### src/rtl/backtrack_ctrl.sv
// backtrack_ctrl: conflict backtracking over the DPLL trace table stack.
// Unassigns forced entries, flips the first decision, pushes it back forced.
module backtrack_ctrl #(
    parameter int VAR_W       = 9,
    parameter int CNT_W       = 8,
    parameter int TIMEOUT_CYC = 16
) (
    input  logic             clk,
    input  logic             reset,
    input  logic             start,
    output logic             busy,
    output logic             done,
    output logic             unsat,
    output logic             error,
    output logic [VAR_W-1:0] flip_var,
    output logic             flip_val,
    output logic [CNT_W-1:0] unassign_cnt,
    output logic             tt_pop,
    output logic             tt_push,
    output logic             tt_type,
    output logic             tt_val,
    output logic [VAR_W-1:0] tt_var,
    input  logic             tt_done,
    input  logic             tt_type_in,
    input  logic             tt_val_in,
    input  logic [VAR_W-1:0] tt_var_in,
    input  logic             tt_empty,
    output logic             asg_we,
    output logic [VAR_W-1:0] asg_var,
    output logic [1:0]       asg_data
);

    localparam int TMR_W = $clog2(TIMEOUT_CYC) + 1;

    typedef enum logic [3:0] {
        S_IDLE,
        S_POP,
        S_WAIT_POP,
        S_CHECK,
        S_PUSH,
        S_WAIT_PUSH,
        S_FIN,
        S_UNSAT,
        S_ERR
    } state_t;

    state_t           state;
    state_t           state_nx;
    logic [TMR_W-1:0] timer;
    logic             lat_type;
    logic             lat_val;
    logic [VAR_W-1:0] lat_var;
    logic             timeout;

    assign timeout = (timer == TMR_W'(TIMEOUT_CYC - 1));

    always_comb begin
        state_nx = state;
        busy     = (state != S_IDLE);
        done     = 1'b0;
        unsat    = 1'b0;
        error    = 1'b0;
        tt_pop   = 1'b0;
        tt_push  = 1'b0;
        asg_we   = 1'b0;
        asg_var  = '0;
        asg_data = 2'b00;
        unique case (state)
            S_IDLE: begin
                if (start)
                    state_nx = tt_empty ? S_UNSAT : S_POP;
            end
            S_POP: begin
                tt_pop   = 1'b1;
                state_nx = S_WAIT_POP;
            end
            S_WAIT_POP: begin
                if (tt_done)
                    state_nx = S_CHECK;
                else if (timeout)
                    state_nx = S_ERR;
            end
            S_CHECK: begin
                asg_we  = 1'b1;
                asg_var = lat_var;
                if (lat_type) begin
                    asg_data = 2'b00;
                    state_nx = tt_empty ? S_UNSAT : S_POP;
                end else begin
                    asg_data = {1'b1, ~lat_val};
                    state_nx = S_PUSH;
                end
            end
            S_PUSH: begin
                tt_push  = 1'b1;
                state_nx = S_WAIT_PUSH;
            end
            S_WAIT_PUSH: begin
                if (tt_done)
                    state_nx = S_FIN;
                else if (timeout)
                    state_nx = S_ERR;
            end
            S_FIN: begin
                done     = 1'b1;
                state_nx = S_IDLE;
            end
            S_UNSAT: begin
                unsat    = 1'b1;
                state_nx = S_IDLE;
            end
            S_ERR: begin
                error    = 1'b1;
                state_nx = S_IDLE;
            end
            default: state_nx = S_IDLE;
        endcase
    end

    always_ff @(posedge clk) begin
        if (reset) begin
            state        <= S_IDLE;
            timer        <= '0;
            lat_type     <= 1'b0;
            lat_val      <= 1'b0;
            lat_var      <= '0;
            flip_var     <= '0;
            flip_val     <= 1'b0;
            unassign_cnt <= '0;
            tt_type      <= 1'b0;
            tt_val       <= 1'b0;
            tt_var       <= '0;
        end else begin
            state <= state_nx;
            case (state)
                S_IDLE: begin
                    if (start)
                        unassign_cnt <= '0;
                end
                S_POP, S_PUSH: timer <= '0;
                S_WAIT_POP: begin
                    if (tt_done) begin
                        lat_type <= tt_type_in;
                        lat_val  <= tt_val_in;
                        lat_var  <= tt_var_in;
                    end else begin
                        timer <= timer + 1'b1;
                    end
                end
                S_WAIT_PUSH: begin
                    if (!tt_done)
                        timer <= timer + 1'b1;
                end
                S_CHECK: begin
                    if (lat_type) begin
                        if (unassign_cnt != '1)
                            unassign_cnt <= unassign_cnt + 1'b1;
                    end else begin
                        // push bundle is registered here so it holds after PUSH
                        flip_var <= lat_var;
                        flip_val <= ~lat_val;
                        tt_type  <= 1'b1;
                        tt_val   <= ~lat_val;
                        tt_var   <= lat_var;
                    end
                end
                default: ;
            endcase
        end
    end

endmodule

### config.mk
export PLATFORM = sky130hd
export DESIGN_NAME = backtrack_ctrl
export DESIGN_NICKNAME = d
export VERILOG_FILES = /design/src/rtl/backtrack_ctrl.sv
export SDC_FILE = /design/constraint.sdc
export NUM_CORES = 1
export LEC_CHECK = 0
export CORE_ASPECT_RATIO = 0.5
export CORE_MARGIN = 1.5
export CORE_UTILIZATION = 46
export DETAILED_ROUTE_END_ITERATION = 6
export PLACE_DENSITY = 0.79
export REMOVE_ABC_BUFFERS = 1
export SETUP_SLACK_MARGIN = 0.15
export SYNTH_ARGS = -nofsm -noshare
export SYNTH_HDL_FRONTEND = slang
export SYNTH_SLANG_ARGS = --single-unit
### constraint.sdc
create_clock -name clk -period 2.4 [get_ports clk]
set_input_delay 0.24 -clock clk [delete_from_list [all_inputs] [get_ports clk]]
set_output_delay 0.24 -clock clk [all_outputs]
set_load 0.02 [all_outputs]
# Yosys cells after proc, flatten, opt, wreduce, memory -nomap -nowiden
# Index checks and enable logic that the tools add are counted.
# totals
register_bits	39
# op_classes
reduce_logical	10
mux	22
add_sub_neg	2
n_eq_ne	14
n_bitwise	2
# op_table
cell	n
8-bit 2-to-1 mux	3
4-bit one-hot mux with 6 select lines	1
4-bit by 3-bit == test with 1-bit output, second input constant	4
4-bit 2-to-1 mux	4
8-bit one-hot mux with 2 select lines	1
5-bit one-hot mux with 2 select lines	1
9-bit 2-to-1 mux	1
8-bit by 1-bit adder with 8-bit output, second input constant	1
4-bit by 2-bit == test with 1-bit output, second input constant	2
2-bit inequality test, second input constant	4
8-bit inequality test, second input constant	1
1-bit 2-to-1 mux	6
3-bit 2-to-1 mux	2
2-bit AND reduction	3
5-bit by 1-bit adder with 5-bit output, second input constant	1
5-bit by 4-bit == test with 1-bit output, second input constant	1
5-bit 2-to-1 mux	1
4-bit by 1-bit == test with 1-bit output, second input constant	1
4-bit == test, second input constant	1
4-bit logical NOT	1
2-bit 2-to-1 mux	2
4-bit AND reduction	1
2-bit nonzero test	2
4-bit nonzero test	1
other kinds (2)	4

# Logic depth before layout (Yosys ltp)
# logic_depth
word_depth	4
depth_mapped	8
depth_no_buf	7

# Worst setup path after synthesis
# OpenSTA, ideal clock, no wires.
# synth_path
path_type	reg2out
from	reg state[0]
to	out tt_pop
arrival_ps	1452
required_ps	2160
n_path_buf	2
stages_incl_launch_ff	4
path_slack_ps	708
cell_sequence	dfxtp_1 buf_6 clkbuf_1 nor4b_1
# synth_between
elab_chain_len	2
# synth_lines
element	line_no	text
start: declaration	47	state_t state;
start signal: assignment	134	state <= state_nx;
4-bit by 1-bit == test with 1-bit output	68	unique case (state)
1-bit 2-to-1 mux	68	
end: declaration	18	output logic tt_pop,
# No other way between the ends.

# Final worst setup path
# layout_path
from	reg state[3]
to	out asg_data[1]
# layout_between
elab_chain_len	2
# layout_lines
element	line_no	text
4-bit by 2-bit == test with 1-bit output	68	
2-bit 2-to-1 mux	68	
end: declaration	30	output logic [1:0] asg_data
# No other way between the ends.

==> run metrics <==
async set-reset flop share out of synthesis=0; area grow syn2layout=36.3%; cell mode on critical path=inv_1; Worst-Skew Late Latency=0.30 ns; ANT nets after route=0; CP Max Fanout=11; Post-synth top flop=dfxtp_1; Fmax=473 MHz; Clock Tree Root=clkbuf_8; most common cell after layout, fill and taps aside=clkdlybuf4s50_1; Worst Skew=0.00826 ns; Final Hold Viols=0; H-tree depth=2; total CTS buffers=5; final slew viol count=0; crit path buf inv count=3; largest net degree at the start of global routing=26; Final Wtd Congestion=0.837; Worst VDD drop=0.410 mV; routed via count=1899; DRC viols=0; met2 wire length=2400 um; synth unique cells=50; Tcrit/Tclk final=0.882; n_diodes=0; Final Util=0.679; CTS max path bufs=2; Nets=313; EDFF count, synth=0; R2R Setup Slk=~0.46 ns; max incr delay on CP=0.61 ns; Die H=49.8 um; Routed met3 length=182 um; GRT Total Usage=0.202; clock period minus worst slack=2.12 ns; P_leak=1.20 nW; Netlist Area Pre-Place=2020 um2; WL met1=2140 um; final WL=4750 um; Yosys reg bits=39; outcome=completed; cell at the slowest stage of the critical path=clkdlybuf4s50_1; Worst Hold End=tt_var[8]; final hold slack=between 0.4 and 0.5 ns; number of buffer cells added on primary ports=62; setup bufs post-CTS=0; boundary pin count=63; Final TNS setup=0 ns; final setup vio count=0; Slew headroom=0.632; cell area after layout=~2700 um2; Yosys warning count=0; Hold Crit Depth=2; CTS tree=built; Initial Util=0.498; worst slew pin tran=0.550 ns; Critical Path End Type=output port; unrepaired setup endpoints after global routing=true; min-delay worst type=flop to flop; Seq/Total Area, Yosys=0.387; pwr dens=689 nW/um2; layout cells sized above 1=0.0712; Layout fillers=333; vias in the first global route=1774; clk slew on worst S/H paths=roughly 0.07 ns; Worst EP arrival=1.88 ns; first-pass GRT wire length=7850 um; critical register-to-register path endpoint=unassign_cnt[7]; MaxCap Viol Count=0; cell chain of the critical path=nand4bb_1, inv_1, nand2b_2, inv_1, clkdlybuf4s50_1; WS Path Type=flop to output port; dpl hpwl=3460 um; DRT Pass-1 Iters=4; Placed Area=2630 um2; die area=4810 um2; WL/cell=13.6 um; hold wc startpoint=lat_var[8]; Crit path max-delay family=buffers and inverters; startpoint types=flop; die width=96.6 um; drt first-iter violations=63; CP required=2.16 ns; Reg2Reg Depth=5; clk sink count=39; GR Overflow Total=0; initial antenna violation count=0; cells after synthesis=between 200 and 250; core area=4040 um2; top layer reached by signal wires=met4; syn avg cell area=8.26 um2; commonest non-fill, non-tap cells in the layout=clkdlybuf4s50_1, dfxtp_1, nor2_1, nand2_1, a21oi_1; RR Startpoint=state[0]; vias per cell=5.44; FP Rows=16
==> flip-flops by register name (all words and copies together), names as in the netlist <==
register      flops
lat_type          1
lat_val           1
lat_var           9
state             4
timer             5
tt_type           1
tt_val            1
tt_var            9
unassign_cnt      8
==> metrics by stage <==
| stage | instances | power, mW | worst slack (ns) |
|---|---|---|---|
| CTS | 349 | 1.90 | 0.158 |
| detailed placement | 341 | 1.46 | 0.251 |
| finish | 349 | 1.89 | 0.284 |
| global placement | 341 | 1.44 | 0.391 |
| global route | 349 | 2.01 | 0.141 |
| floorplan | 217 | 1.19 | 0.189 |
==> worst register-to-register path, stage by stage, from the launching register on <==
cell      delay, ns
dfxtp_1        0.31
buf_4          0.19
or3b_4         0.42
a211oi_4       0.48
a41oi_1        0.19
a211oi_1       0.27
==> logic make-up after synthesis <==
kind of cell / Yosys count / share of synthesized area
and+or+nand+nor: 102 / 0.264
AOI/OAI and AO/OA: 50 / 0.169
DFF: 39 / 0.387
buffers and inverters: 36 / 0.0919
xor gates and xnor gates: 2 / 0.00869
muxes: 12 / 0.0602
adders and majority gates: 3 / 0.0186
==> cells in the mapped netlist (5+ instances only) <==
cell | number | area share
dfxtp_1 | 39 | 0.39
nand2_1 | 24 | 0.045
mux2i_1 | 11 | 0.055
nor2_1 | 26 | 0.048
inv_1 | 9 | 0.017
buf_4 | 10 | 0.037
nand2b_1 | 8 | 0.025
a21oi_1 | 19 | 0.047
a211oi_1 | 5 | 0.019
nand3_1 | 7 | 0.017
clkbuf_1 | 10 | 0.019
and2_1 | 9 | 0.028
==> power breakdown <==
| part | switching, mW | internal [mW] |
|---|---|---|
| Combinational | 0.401 | 0.324 |
| Sequential | 0.0324 | 0.698 |
| Clock | 0.236 | 0.203 |
| Total | 0.669 | 1.22 |
==> per-layer routing <==
layer  up-vias  track usage
li1        946            -
met1       906        0.233
met2        43        0.367
met3         4       0.0553
met4         0       0.0652
met5         -            0
==> layout make-up <==
class	count	area, um2	area share
flip-flops and latches	39	781	0.284
multi-input cells	169	1060	0.385
well taps	54	67.6	0.0246
inverters	9	33.8	0.0123
clock inverters	2	12.5	0.00455
clock buffers	6	72.6	0.0264
repair buffers	70	722	0.263
==> worst max path at each step <==
| stage | from | end | slack [ns] | cells past startpoint |
|---|---|---|---|---|
| after floorplan | state[0] | tt_val | 0.19 | 6 |
| after global placement | start | unassign_cnt[7] | 0.39 | 5 |
| after detailed placement | start | unassign_cnt[7] | 0.25 | 5 |
| after CTS | state[3] | asg_var[5] | 0.16 | 5 |
| after global routing | state[3] | asg_data[1] | 0.14 | 5 |
| final | state[3] | asg_data[1] | 0.28 | 5 |
==> repair_timing <==
| item | 4_1_cts | 5_1_grt |
|---|---|---|
| hold buffers | 0 | 0 |
| endpoints found under the setup margin | 1 | 11 |
| gates cloned | 0 | 0 |
| resized for setup | 1 | 12 |
Power figures use the tool's default switching activity.
